[src/rtl/uart_word_packer_if.sv]
// ---------------------------------------------------------------------------
// uart_word_packer_if
//
// Word-stream bus between the UART word packer and the program/data loader.
//
// Signals:
//   word        32  head-of-FIFO word (little-endian packed bytes)
//   word_valid   1  producer holds at least one finished word
//   word_ready   1  consumer can take the word this cycle
//
// Handshake: a word moves on every rising clock edge where word_valid and
// word_ready are both 1. The producer holds word stable while word_valid
// is 1 and word_ready is 0. word_valid never depends combinationally on
// word_ready, so the consumer may assert word_ready at any time.
//
// Modports:
//   master  producer side (the packer)
//   slave   consumer side (the loader)
// ---------------------------------------------------------------------------
interface uart_word_packer_if;
  logic [31:0] word;
  logic        word_valid;
  logic        word_ready;

  modport master (
    output word,
    output word_valid,
    input  word_ready
  );

  modport slave (
    input  word,
    input  word_valid,
    output word_ready
  );
endinterface

[src/rtl/uart_word_packer.sv]
// ---------------------------------------------------------------------------
// uart_word_packer
//
// Sits behind the UART receiver. Accepts the one-cycle byte strobe, packs four
// consecutive good bytes little-endian into a 32-bit word (first byte in
// bits [7:0]) and queues finished words in a small circular FIFO, so the
// loader can stall without losing serial data.
//
// Parameters:
//   DEPTH         word FIFO depth, power of two in 2..16
//   TIMEOUT_CLKS  idle clocks before a partial word is discarded
//                 (only used when UART_PACK_TIMEOUT_EN is defined)
//
// Ports:
//   clk          in   1  system clock, rising edge
//   rstn         in   1  asynchronous active-low reset
//   rdata        in   8  received byte, meaningful only with rdata_ready
//   rdata_ready  in   1  one-cycle byte strobe from the receiver
//   ferr         in   1  one-cycle framing-error strobe (may coincide with
//                        rdata_ready for the same frame)
//   clr          in   1  synchronous clear of overflow and ferr_cnt
//   wbus         master modport of uart_word_packer_if
//                        (word / word_valid / word_ready)
//   overflow     out  1  sticky: a finished word was lost to a full FIFO
//   ferr_cnt     out  8  saturating framing-error count
//   timeout      out  1  one-cycle pulse: a partial word was discarded
//
// Build option:
//   UART_PACK_TIMEOUT_EN  when defined, a partial word that sits idle for
//                         TIMEOUT_CLKS clocks is thrown away and timeout
//                         pulses. When undefined, partial words are held
//                         indefinitely and timeout is tied to 0.
// ---------------------------------------------------------------------------
module uart_word_packer #(
  parameter int DEPTH        = 4,
  parameter int TIMEOUT_CLKS = 104160
) (
  input  logic                       clk,
  input  logic                       rstn,
  input  logic [7:0]                 rdata,
  input  logic                       rdata_ready,
  input  logic                       ferr,
  input  logic                       clr,
  uart_word_packer_if.master         wbus,
  output logic                       overflow,
  output logic [7:0]                 ferr_cnt,
  output logic                       timeout
);

  localparam int AW = $clog2(DEPTH);
  localparam int CW = AW + 1;
  localparam logic [CW-1:0] FULL_CNT = CW'(DEPTH);

  // ---------------------------------------------------------------------
  // State
  // ---------------------------------------------------------------------
  logic [1:0]    byte_idx_q, byte_idx_d;
  // Only the first three lanes need storage: the fourth byte goes straight
  // from rdata into the FIFO on the completing strobe.
  logic [23:0]   lanes_q, lanes_d;
  logic [31:0]   mem_q [DEPTH];
  logic [AW-1:0] wptr_q, wptr_d;
  logic [AW-1:0] rptr_q, rptr_d;
  logic [CW-1:0] count_q, count_d;
  logic          overflow_q, overflow_d;
  logic [7:0]    ferr_cnt_q, ferr_cnt_d;

  // ---------------------------------------------------------------------
  // Per-cycle events
  // ---------------------------------------------------------------------
  logic        accept;     // good byte this cycle
  logic        push_req;   // this byte completes a word
  logic        push;       // completed word actually enters the FIFO
  logic        pop;        // consumer takes the head word
  logic        fifo_full;
  logic        fifo_empty;
  logic        drop;       // completed word lost because the FIFO is full
  logic        expire;     // partial word discarded by the idle timer
  logic [31:0] push_word;

  // A framing error never stores a byte, even when the receiver also
  // raised rdata_ready for the same frame.
  assign accept     = rdata_ready & ~ferr;
  assign push_req   = accept & (byte_idx_q == 2'd3);
  assign push_word  = {rdata, lanes_q};
  assign fifo_full  = (count_q == FULL_CNT);
  assign fifo_empty = (count_q == '0);
  assign pop        = ~fifo_empty & wbus.word_ready;
  // A full FIFO still takes the new word when the head leaves in the same
  // cycle, so occupancy stays at DEPTH without loss.
  assign push       = push_req & (~fifo_full | pop);
  assign drop       = push_req & fifo_full & ~pop;

  // ---------------------------------------------------------------------
  // Optional idle timer for partial words
  // ---------------------------------------------------------------------
`ifdef UART_PACK_TIMEOUT_EN
  localparam logic [31:0] IDLE_LAST = 32'(TIMEOUT_CLKS - 1);

  logic [31:0] idle_q, idle_d;
  logic        timeout_q, timeout_d;

  // Any strobe (good or bad) restarts the idle window, and it wins over an
  // expiry that lands in the same cycle. The timer only runs while a word
  // is partially assembled.
  always_comb begin
    idle_d = idle_q;
    expire = 1'b0;
    if (rdata_ready | ferr) begin
      idle_d = '0;
    end else if (byte_idx_q != 2'd0) begin
      if (idle_q == IDLE_LAST) begin
        expire = 1'b1;
        idle_d = '0;
      end else begin
        idle_d = idle_q + 32'd1;
      end
    end
    timeout_d = expire;
  end

  always_ff @(posedge clk or negedge rstn) begin
    if (!rstn) begin
      idle_q    <= '0;
      timeout_q <= 1'b0;
    end else begin
      idle_q    <= idle_d;
      timeout_q <= timeout_d;
    end
  end

  assign timeout = timeout_q;
`else
  assign expire  = 1'b0;
  assign timeout = 1'b0;
`endif

  // ---------------------------------------------------------------------
  // Byte assembly
  // ---------------------------------------------------------------------
  always_comb begin
    byte_idx_d = byte_idx_q;
    lanes_d    = lanes_q;
    if (accept) begin
      // byte_idx wraps to 0 after the fourth byte, whether or not the
      // finished word found room in the FIFO.
      byte_idx_d = byte_idx_q + 2'd1;
      if (byte_idx_q != 2'd3) begin
        lanes_d[{byte_idx_q, 3'b000} +: 8] = rdata;
      end
    end else if (expire) begin
      byte_idx_d = 2'd0;
      lanes_d    = '0;
    end
  end

  // ---------------------------------------------------------------------
  // FIFO pointers and occupancy
  // ---------------------------------------------------------------------
  always_comb begin
    wptr_d  = wptr_q;
    rptr_d  = rptr_q;
    count_d = count_q;
    if (push) begin
      wptr_d = wptr_q + AW'(1);
    end
    if (pop) begin
      rptr_d = rptr_q + AW'(1);
    end
    case ({push, pop})
      2'b10:   count_d = count_q + CW'(1);
      2'b01:   count_d = count_q - CW'(1);
      default: count_d = count_q;
    endcase
  end

  // ---------------------------------------------------------------------
  // Status: sticky overflow and saturating framing-error count.
  // clr is applied last so it overrides a same-cycle increment.
  // ---------------------------------------------------------------------
  always_comb begin
    overflow_d = overflow_q | drop;
    ferr_cnt_d = ferr_cnt_q;
    if (ferr && (ferr_cnt_q != 8'hFF)) begin
      ferr_cnt_d = ferr_cnt_q + 8'd1;
    end
    if (clr) begin
      overflow_d = 1'b0;
      ferr_cnt_d = 8'd0;
    end
  end

  // ---------------------------------------------------------------------
  // Registers
  // ---------------------------------------------------------------------
  always_ff @(posedge clk or negedge rstn) begin
    if (!rstn) begin
      byte_idx_q <= 2'd0;
      lanes_q    <= '0;
      wptr_q     <= '0;
      rptr_q     <= '0;
      count_q    <= '0;
      overflow_q <= 1'b0;
      ferr_cnt_q <= 8'd0;
    end else begin
      byte_idx_q <= byte_idx_d;
      lanes_q    <= lanes_d;
      wptr_q     <= wptr_d;
      rptr_q     <= rptr_d;
      count_q    <= count_d;
      overflow_q <= overflow_d;
      ferr_cnt_q <= ferr_cnt_d;
    end
  end

  // Storage is cleared on reset so the head word reads 0 out of reset
  // instead of stale data.
  always_ff @(posedge clk or negedge rstn) begin
    if (!rstn) begin
      for (int i = 0; i < DEPTH; i++) begin
        mem_q[i] <= '0;
      end
    end else if (push) begin
      mem_q[wptr_q] <= push_word;
    end
  end

  // ---------------------------------------------------------------------
  // Outputs: the head word is read straight from storage, no bypass, so a
  // freshly pushed word is visible one cycle after its completing strobe.
  // ---------------------------------------------------------------------
  assign wbus.word       = mem_q[rptr_q];
  assign wbus.word_valid = ~fifo_empty;
  assign overflow        = overflow_q;
  assign ferr_cnt        = ferr_cnt_q;

endmodule

[src/flat_wrapper.sv]
// flat-port wrapper written by rule: the top's interface ports become plain ports
module uart_word_packer_flat 
#(
  parameter int DEPTH        = 4,
  parameter int TIMEOUT_CLKS = 104160
)
  (clk, rstn, rdata, rdata_ready, ferr, clr, overflow, ferr_cnt, timeout, wbus_word, wbus_word_valid, wbus_word_ready);
  uart_word_packer_if wbus_i ();
  input  logic clk;
  input  logic rstn;
  input  logic [7:0] rdata;
  input  logic rdata_ready;
  input  logic ferr;
  input  logic clr;
  output logic overflow;
  output logic [7:0] ferr_cnt;
  output logic timeout;
  output wire logic [$bits(wbus_i.word)-1:0] wbus_word;
  output wire logic [$bits(wbus_i.word_valid)-1:0] wbus_word_valid;
  input wire logic [$bits(wbus_i.word_ready)-1:0] wbus_word_ready;
  assign wbus_word = wbus_i.word;
  assign wbus_word_valid = wbus_i.word_valid;
  assign wbus_i.word_ready = wbus_word_ready;
  uart_word_packer #(.DEPTH(DEPTH), .TIMEOUT_CLKS(TIMEOUT_CLKS)) u_core (.clk(clk), .rstn(rstn), .rdata(rdata), .rdata_ready(rdata_ready), .ferr(ferr), .clr(clr), .wbus(wbus_i), .overflow(overflow), .ferr_cnt(ferr_cnt), .timeout(timeout));
endmodule
[config.mk]
export PLATFORM = sky130hd
export DESIGN_NAME = uart_word_packer_flat
export DESIGN_NICKNAME = d
export VERILOG_FILES = /design/src/rtl/uart_word_packer_if.sv /design/src/rtl/uart_word_packer.sv /design/src/flat_wrapper.sv
export SDC_FILE = /design/constraint.sdc
export NUM_CORES = 1
export LEC_CHECK = 0
export BUFFER_PORTS_ARGS = -buffer_cell sky130_fd_sc_hd__buf_4
export CAP_MARGIN = 20
export CORE_MARGIN = 2
export CORE_UTILIZATION = 35
export CTS_CLUSTER_SIZE = 28
export DETAILED_ROUTE_END_ITERATION = 8
export PLACE_DENSITY = 0.62
export RECOVER_POWER = 50
export SLEW_MARGIN = 40
export SYNTH_ARGS = -nofsm -noshare
export SYNTH_HDL_FRONTEND = slang
export SYNTH_SLANG_ARGS = --single-unit
[constraint.sdc]
create_clock -name clk -period 2.2 [get_ports clk]
set_input_delay 0.11 -clock clk [delete_from_list [all_inputs] [get_ports clk]]
set_output_delay 0.11 -clock clk [all_outputs]
set_load 0.02 [all_outputs]
==> out/metrics.yaml, run 1 <==
sta:
  layout_setup_ws_ps: 106
  period_share_pct: 95.2
  skew_ps: 6.76
  slew_headroom_pct: 10.2
  setup_violations: 0
  rsz0062_at_grt: "no"
  max_freq_ghz: 0.478
  worst_pin_slew_ps: 1350
  whs_ps: 21.3
  hold_violations: 0
  fin_crit_ps: 2090
  tns_ps: 0
  slew_violations: 0
route:
  route.detailed.drc: 0
  drt-initial-drc-count: 217
  antenna_left: 0
  drt_first_pass_iters: 6
  routedWlPerCell_um: 18.3
  vias: 4426
  via_per_inst: 4.83
  wl_um: 16800
synthesis:
  synth_cells: 514
  ys_ff_latch: 170
  synthTopCellsByArea: "dfrtp_1 (52%), mux2_4 (22%), mux4_2 (8.8%)"
  syn_nets: 540
  synthArstFlopShare_pct: 100
  seq_area_frac_synth_pct: 52.0
  ys_warn_count: 0
  synthesis.area_sq_mm: 0.00818
  synth-edff-count: 0
  synth_top_area_share_pct: 52.0
  avgSynthCellArea_sq_um: 15.9
  synthDistinctLibCells: 40
  yosysTopAreaCell: "dfrtp_1"
  synth_ff_type: "dfrtp_1"
worst_setup_path:
  crit_type: "reg2out"
  start_kind: "register"
  critical_path.max_stage_delay_ps: 600
  worst_setup_path_end_kind: "output port"
  crit_buf_inv: 2
  arrival_ps: 1980
  crit_slowest_cell: "dfrtp_4"
  critPathMaxFanout: 12
  crit_family: "flip-flops"
  required_ps: 2090
  cp_cell_sequence: "buf_12, mux4_2, buf_4"
clock_network:
  clkLatencyLatePin_ps: 430
  clock_sinks: 170
  cts-root-buf: "clkbuf_16"
  htreeDepth: 4
  cts_tree: "yes"
  cts_max_path_buffers: 2
  numCtsBuffers: 17
  clk_pin_slew_ps: 60
die:
  start_util_pct: 35.9
  fp.dieW_um: 157
  num_rows: 55
  die_area_sq_mm: 0.0246
  die_h_um: 157
  core-area_sq_mm: 0.0228
  io_pins: 57
finish:
  drive_above_1_share_pct: 45.2
  area_growth_pct: 18.1
  fin_nets: 618
  final_cell_area_sq_mm: 0.00966
  n_antenna_cell: 0
power_and_ir_drop:
  power_per_cell_area_mw_per_mm2: 1240
  power_leakage_uw: 0.00479
  vdd_drop_max_uv: 569
  power_uw: 11900
global_routing:
  grt_pass1_wl_um: 27500
  grt.total_usage_pct: 14.7
  grt_max_degree: 65
  grt-ovfl-total: 0
  grt_pass1_vias: 4888
  antenna_found_initial: 0
run:
  max-cap-violations: 0
placed_design:
  gp_congestion: 0.748
  place_area_sq_mm: 0.00901
  dpl.hpwl_um: 11300
  port_buffers: 55
  dp_slack_ps: 70.0
worst_hold_path:
  hp-class: "in2reg"
run_status:
  status: "finished clean"
[through the flow]
stage | std cells | utilization [%]
after floorplan | 514 | -
after global placement | 876 | 39.6
after detailed placement | 876 | 39.6
after CTS | 916 | 42.6
after global routing | 917 | 42.4
final | 917 | 42.4
[sequential cells by signal, indices dropped and copies added (netlist names)]
| name | flops |
|---|---|
| u_core.byte_idx_q | 2 |
| u_core.count_q | 3 |
| u_core.ferr_cnt | 8 |
| u_core.lanes_q | 24 |
| u_core.mem_q | 128 |
| u_core.overflow | 1 |
| u_core.rptr_q | 2 |
| u_core.wptr_q | 2 |
[worst register-to-register path: stages, from the launching register on]
cell     delay (ps)
dfrtp_1         380
or4b_4          540
nand2_4         100
ha_4            130
inv_1            50
fa_2            330
xor2_1          150
nor2_1          110
xor2_1          170
[cell type report]
cell class | instances | area (sq um)
clock buffer | 17 | 425
clock inverter | 14 | 173
fill | 2064 | 13100
inverter | 8 | 30.0
multi-input combinational | 307 | 3590
sequential | 170 | 4260
tap | 313 | 392
timing repair buffer | 88 | 785
[synthesized netlist by cell type (2+ instances only)]
master     number
a211oi_1        2
a21boi_0        2
a21oi_1         4
a31oi_1         4
and3_1          2
and3b_1         2
and4_1          3
buf_12         12
buf_2           5
clkbuf_1        9
dfrtp_1       170
ha_1           11
inv_1           8
mux2_2         11
mux2_4        120
mux4_2         32
nand2_1        53
nand2b_1        4
nand3_4         4
nand4bb_1       3
nor2_1          2
nor3_1          3
nor3b_1         2
o21ai_0        25
xnor2_1         4
xor2_1          3
[power breakdown]
| group | switching (uW) | internal (uW) |
|---|---|---|
| clock network | 1240 | 1780 |
| logic | 1710 | 2380 |
| registers | 765 | 4070 |
| total | 3720 | 8230 |
[logic make-up after synthesis]
logic type | after synthesis | share of synthesized area, %
adder cells (fa/ha/maj) | 12 | 1.93
flip-flops | 170 | 52.0
XOR/XNOR | 7 | 0.750
AO/OA/AOI/OAI | 39 | 2.66
other | 1 | 0.0459
AND/OR/NAND/NOR | 84 | 5.80
multiplexers | 164 | 32.5
buffers and inverters | 37 | 4.30
[layout by cell type (no fill, tap or decap), types with 3 or more instances in the layout]
master | Yosys | layout
a21oi_1 | 4 | 4
a31oi_1 | 4 | 4
and4_1 | 3 | 3
buf_12 | 12 | 11
buf_4 | 1 | 54
bufinv_16 | 0 | 3
clkbuf_1 | 9 | 11
clkbuf_16 | 0 | 17
clkinvlp_4 | 0 | 5
dfrtp_1 | 170 | 169
dlygate4sd3_1 | 0 | 9
ha_1 | 11 | 10
inv_1 | 8 | 8
mux2_2 | 11 | 11
mux2_4 | 120 | 120
mux4_2 | 32 | 32
nand2_1 | 53 | 52
nand2b_1 | 4 | 4
nand3_4 | 4 | 4
nand4bb_1 | 3 | 3
nor3_1 | 3 | 3
o21ai_0 | 25 | 25
xnor2_1 | 4 | 4
xor2_1 | 3 | 3
[timing repair]
action / CTS / global route
hold buffers: 9 / 0
setup buffers: 0 / 1
endpoints found under the setup margin: 7 / 1
endpoints found under the hold margin: 83 / 0
gates resized for setup: 1 / 2
pin swaps: 0 / 4
[per-layer routing]
metal	part of all wire (%)	track usage [%]	vias to the layer above
li1	-	-	2003
met1	47	19.8	2336
met2	49	24.0	76
met3	4.1	3.54	11
met4	0.80	3.76	0
met5	0	0	-
[final timing paths]
kind	start	endpoint	slack, ps	cells after the start
worst max-delay path	u_core.rptr_q[0]	wbus_word[16]	110	3
worst min-delay path	rdata[1]	u_core.lanes_q[17]	20	3
worst max register to register	u_core.count_q[0]	u_core.count_q[2]	160	8
worst min register to register	u_core.mem_q[53]	u_core.mem_q[53]	500	1
max in group asynchronous	rstn	u_core.mem_q[114]	490	3
min in group asynchronous	rstn	u_core.mem_q[27]	520	2
(Power assumes the default switching activity.)
==> inputs of run 2 (changes only) <==
- PLACE_DENSITY: 0.62 -> 0.6
- clock period: 2.2 -> 2 ns (I/O delays scaled with it)
==> out/metrics.yaml, run 2 (same netlist as run 1, synthesis figures left out) <==
run_status:
  status: "finished with violations"  # was finished clean
  violations: "max-capacitance violations, max-slew violations, negative setup slack"
sta:
  slew_violations: 60  # was 0
  fin_crit_ps: 2070
  slew_headroom_pct: -2.08  # was 10.2%
  max_freq_ghz: 0.484
  skew_ps: 13.1  # was 6.76 ps
  layout_setup_ws_ps: -67.1  # was 106 ps
  whs_ps: 26.1  # was 21.3 ps
  period_share_pct: 103
  worst_pin_slew_ps: 1530  # was 1350 ps
  rsz0062_at_grt: "yes"  # was no
  setup_violations: 1  # was 0
  hold_violations: 0  # unchanged
finish:
  final_cell_mix: "dfrtp_1 (168), mux2_4 (120), buf_4 (64)"  # was dfrtp_1 (169), mux2_4 (120), buf_4 (54)
  largest_register: "u_core.mem_q"  # unchanged
  final_common_cell: "dfrtp_1"  # unchanged
  drive_above_1_share_pct: 46.7  # was 45.2%
  fin_nets: 630  # was 618
  n_antenna_cell: 0  # unchanged
  largest_reg_flops: 128  # unchanged
  multi_input_area_sq_mm: 0.00359  # unchanged
  stdcell_count: 930  # was 917
  area_growth_pct: 20.0  # was 18.1%
  register_area_sq_mm: 0.00426  # about the same
  nFillCells: 2051  # was 2064
route:
  route.detailed.drc: 0  # unchanged
  routedWlPerCell_um: 18.9  # was 18.3 um
  drt-initial-drc-count: 226  # was 217
  via_per_inst: 4.89  # was 4.83
  drt_first_pass_iters: 4  # was 6
  vias: 4545  # was 4426
  wl_um: 17600  # was 16800 um
  antenna_left: 0  # unchanged
worst_setup_path:
  path_common_cell: "xor2_1"
  ff2ff_path_depth: 8  # unchanged
  crit_type: "reg2reg"  # was reg2out
  critical_path.max_stage_delay_ps: 540  # was 600 ps
  critPathMaxFanout: 2  # was 12
  cp_cell_sequence: "or4b_4, nand2_4, ha_4, inv_2, fa_2, xor2_1, nor2_1, xor2_1"  # was buf_12, mux4_2, buf_4
  required_ps: 2340  # was 2090 ps
  crit_slowest_cell: "or4b_4"  # was dfrtp_4
  start_kind: "register"  # unchanged
  worst_setup_path_end_kind: "register"  # was output port
  arrival_ps: 2410  # was 1980 ps
power_and_ir_drop:
  switching_share_pct: 30.8  # was 31.1%
  clkPwrFrac_pct: 26.0  # was 25.3%
  p_switching_uw: 4150  # was 3720 uW
  pwr-share-comb_pct: 35.1  # was 34.2%
  seq_power_share_pct: 38.9  # was 40.4%
  vdd_drop_max_uv: 632  # was 569 uV
  power_leakage_uw: 0.00488  # was 0.00479 uW
  power_per_cell_area_mw_per_mm2: 1370  # was 1240 mW/mm^2
  intPower_uw: 9320  # was 8230 uW
global_routing:
  grt_pass1_wl_um: 28800  # was 27500 um
  grt_pass1_vias: 5080  # was 4888
  grt-ovfl-total: 0  # unchanged
  grt.total_usage_pct: 15.5  # was 14.7%
  antenna_found_initial: 0  # unchanged
  globalRouteMet2Util_pct: 24.5  # was 24.0%
  grt_max_degree: 60  # was 65
  busiest_layer: "met2"  # unchanged
  met3_usage_pct: 3.52  # was 3.54%
  met1_usage_pct: 21.6  # was 19.8%
worst_hold_path:
  hp-class: "in2reg"  # unchanged
  worstHoldPathCells: 3  # unchanged
die:
  io_pins: 57  # unchanged
  start_util_pct: 35.9  # unchanged
  die_h_um: 157  # unchanged
  fp.dieW_um: 157  # unchanged
  num_rows: 55  # unchanged
  core-area_sq_mm: 0.0228  # unchanged
  die_area_sq_mm: 0.0246  # unchanged
clock_network:
  cts_setup_buffers: 0  # unchanged
  cts_tree: "yes"  # unchanged
  numCtsBuffers: 17  # unchanged
  clk_pin_slew_ps: 60  # about the same
  clkLatencyLatePin_ps: 430  # about the same
  cts_max_path_buffers: 2  # unchanged
  clock_sinks: 170  # unchanged
  cts-root-buf: "clkbuf_16"  # unchanged
  htreeDepth: 4  # unchanged
run:
  max-cap-violations: 1  # was 0
placed_design:
  placedCellCount: 888  # was 876
  dpl.hpwl_um: 11900  # was 11300 um
  gp_congestion: 0.741  # was 0.748
  port_buffers: 55  # unchanged
run 2: cell count changes in the layout (fill, tap and decap cells not counted), sizes merged:
cell | before | now
buf | 67 | 79
clkbuf | 29 | 31
clkinvlp | 5 | 3
inv | 10 | 8
bufinv | 3 | 4
clkinv | 4 | 5
dlygate4sd3 | 9 | 10
run 2: area by class of cell:
class                   count  share of cell area, %
repair buffers            100                   9.27
well taps                 313                   3.99
flip-flops and latches    170                   43.4
clock buffers              20                   4.66
clock inverters            12                   1.75
multi-input cells         307                   36.6
inverters                   8                  0.306
run 2: metal layers:
layer  part of all wire [%]  vias to the layer above
met5                      0                        -
met4                    1.2                        0
met3                    3.8                       15
met2                     48                       91
met1                     47                     2414
li1                       -                     2025
run 2: power by group through the flow:
stage	combinational, uW	clock, uW	sequential (uW)
6_report	4730	3500	5240
5_1_grt	5110	3730	5370
4_1_cts	4840	3560	5240
3_5_place_dp	4800	0	5290
3_3_place_gp	4680	0	5190
2_1_floorplan	3380	0	5000
run 2: critical path, delay by kind of cell, from the launching register on:
kind	cells	cell delay [ps]
and+or+nand+nor	3	750
adders and majority gates	2	480
DFF	1	390
xor gates and xnor gates	2	340
buffers and inverters	1	40
run 2: final timing paths:
check | start | to | slack (ps)
worst max-delay path | u_core.count_q[0] | u_core.count_q[2] | -70
worst min-delay path | rdata_ready | u_core.byte_idx_q[0] | 30
worst max register to register | u_core.count_q[0] | u_core.count_q[2] | -70
worst min register to register | u_core.mem_q[96] | u_core.mem_q[96] | 500
max in group asynchronous | rstn | u_core.mem_q[107] | 260
min in group asynchronous | rstn | u_core.ferr_cnt[1] | 580
run 2: per-stage QoR:
| step | power, uW | TNS (ps) | area (sq um) | worst slack, ps | utilization, % |
|---|---|---|---|---|---|
| finish | 13500 | -67.1 | 9810 | -67.1 | 43.1 |
| global route | 14200 | -1010 | 9810 | -150 | 43.1 |
| CTS | 13700 | -83.3 | 9870 | -83.3 | 43.3 |
| detailed placement | 10100 | -79.8 | 9140 | -79.8 | 40.1 |
| global placement | 9860 | 0 | 9140 | 31.5 | 40.1 |
| floorplan | 8380 | -105 | 8200 | -105 | - |
run 2: what timing repair did:
action,CTS,global route
gates resized for setup,2,0
endpoints found under the hold margin,92,0
setup endpoints to repair,5,2
pin swaps,2,1
gates cloned,0,0
hold buffers,10,0
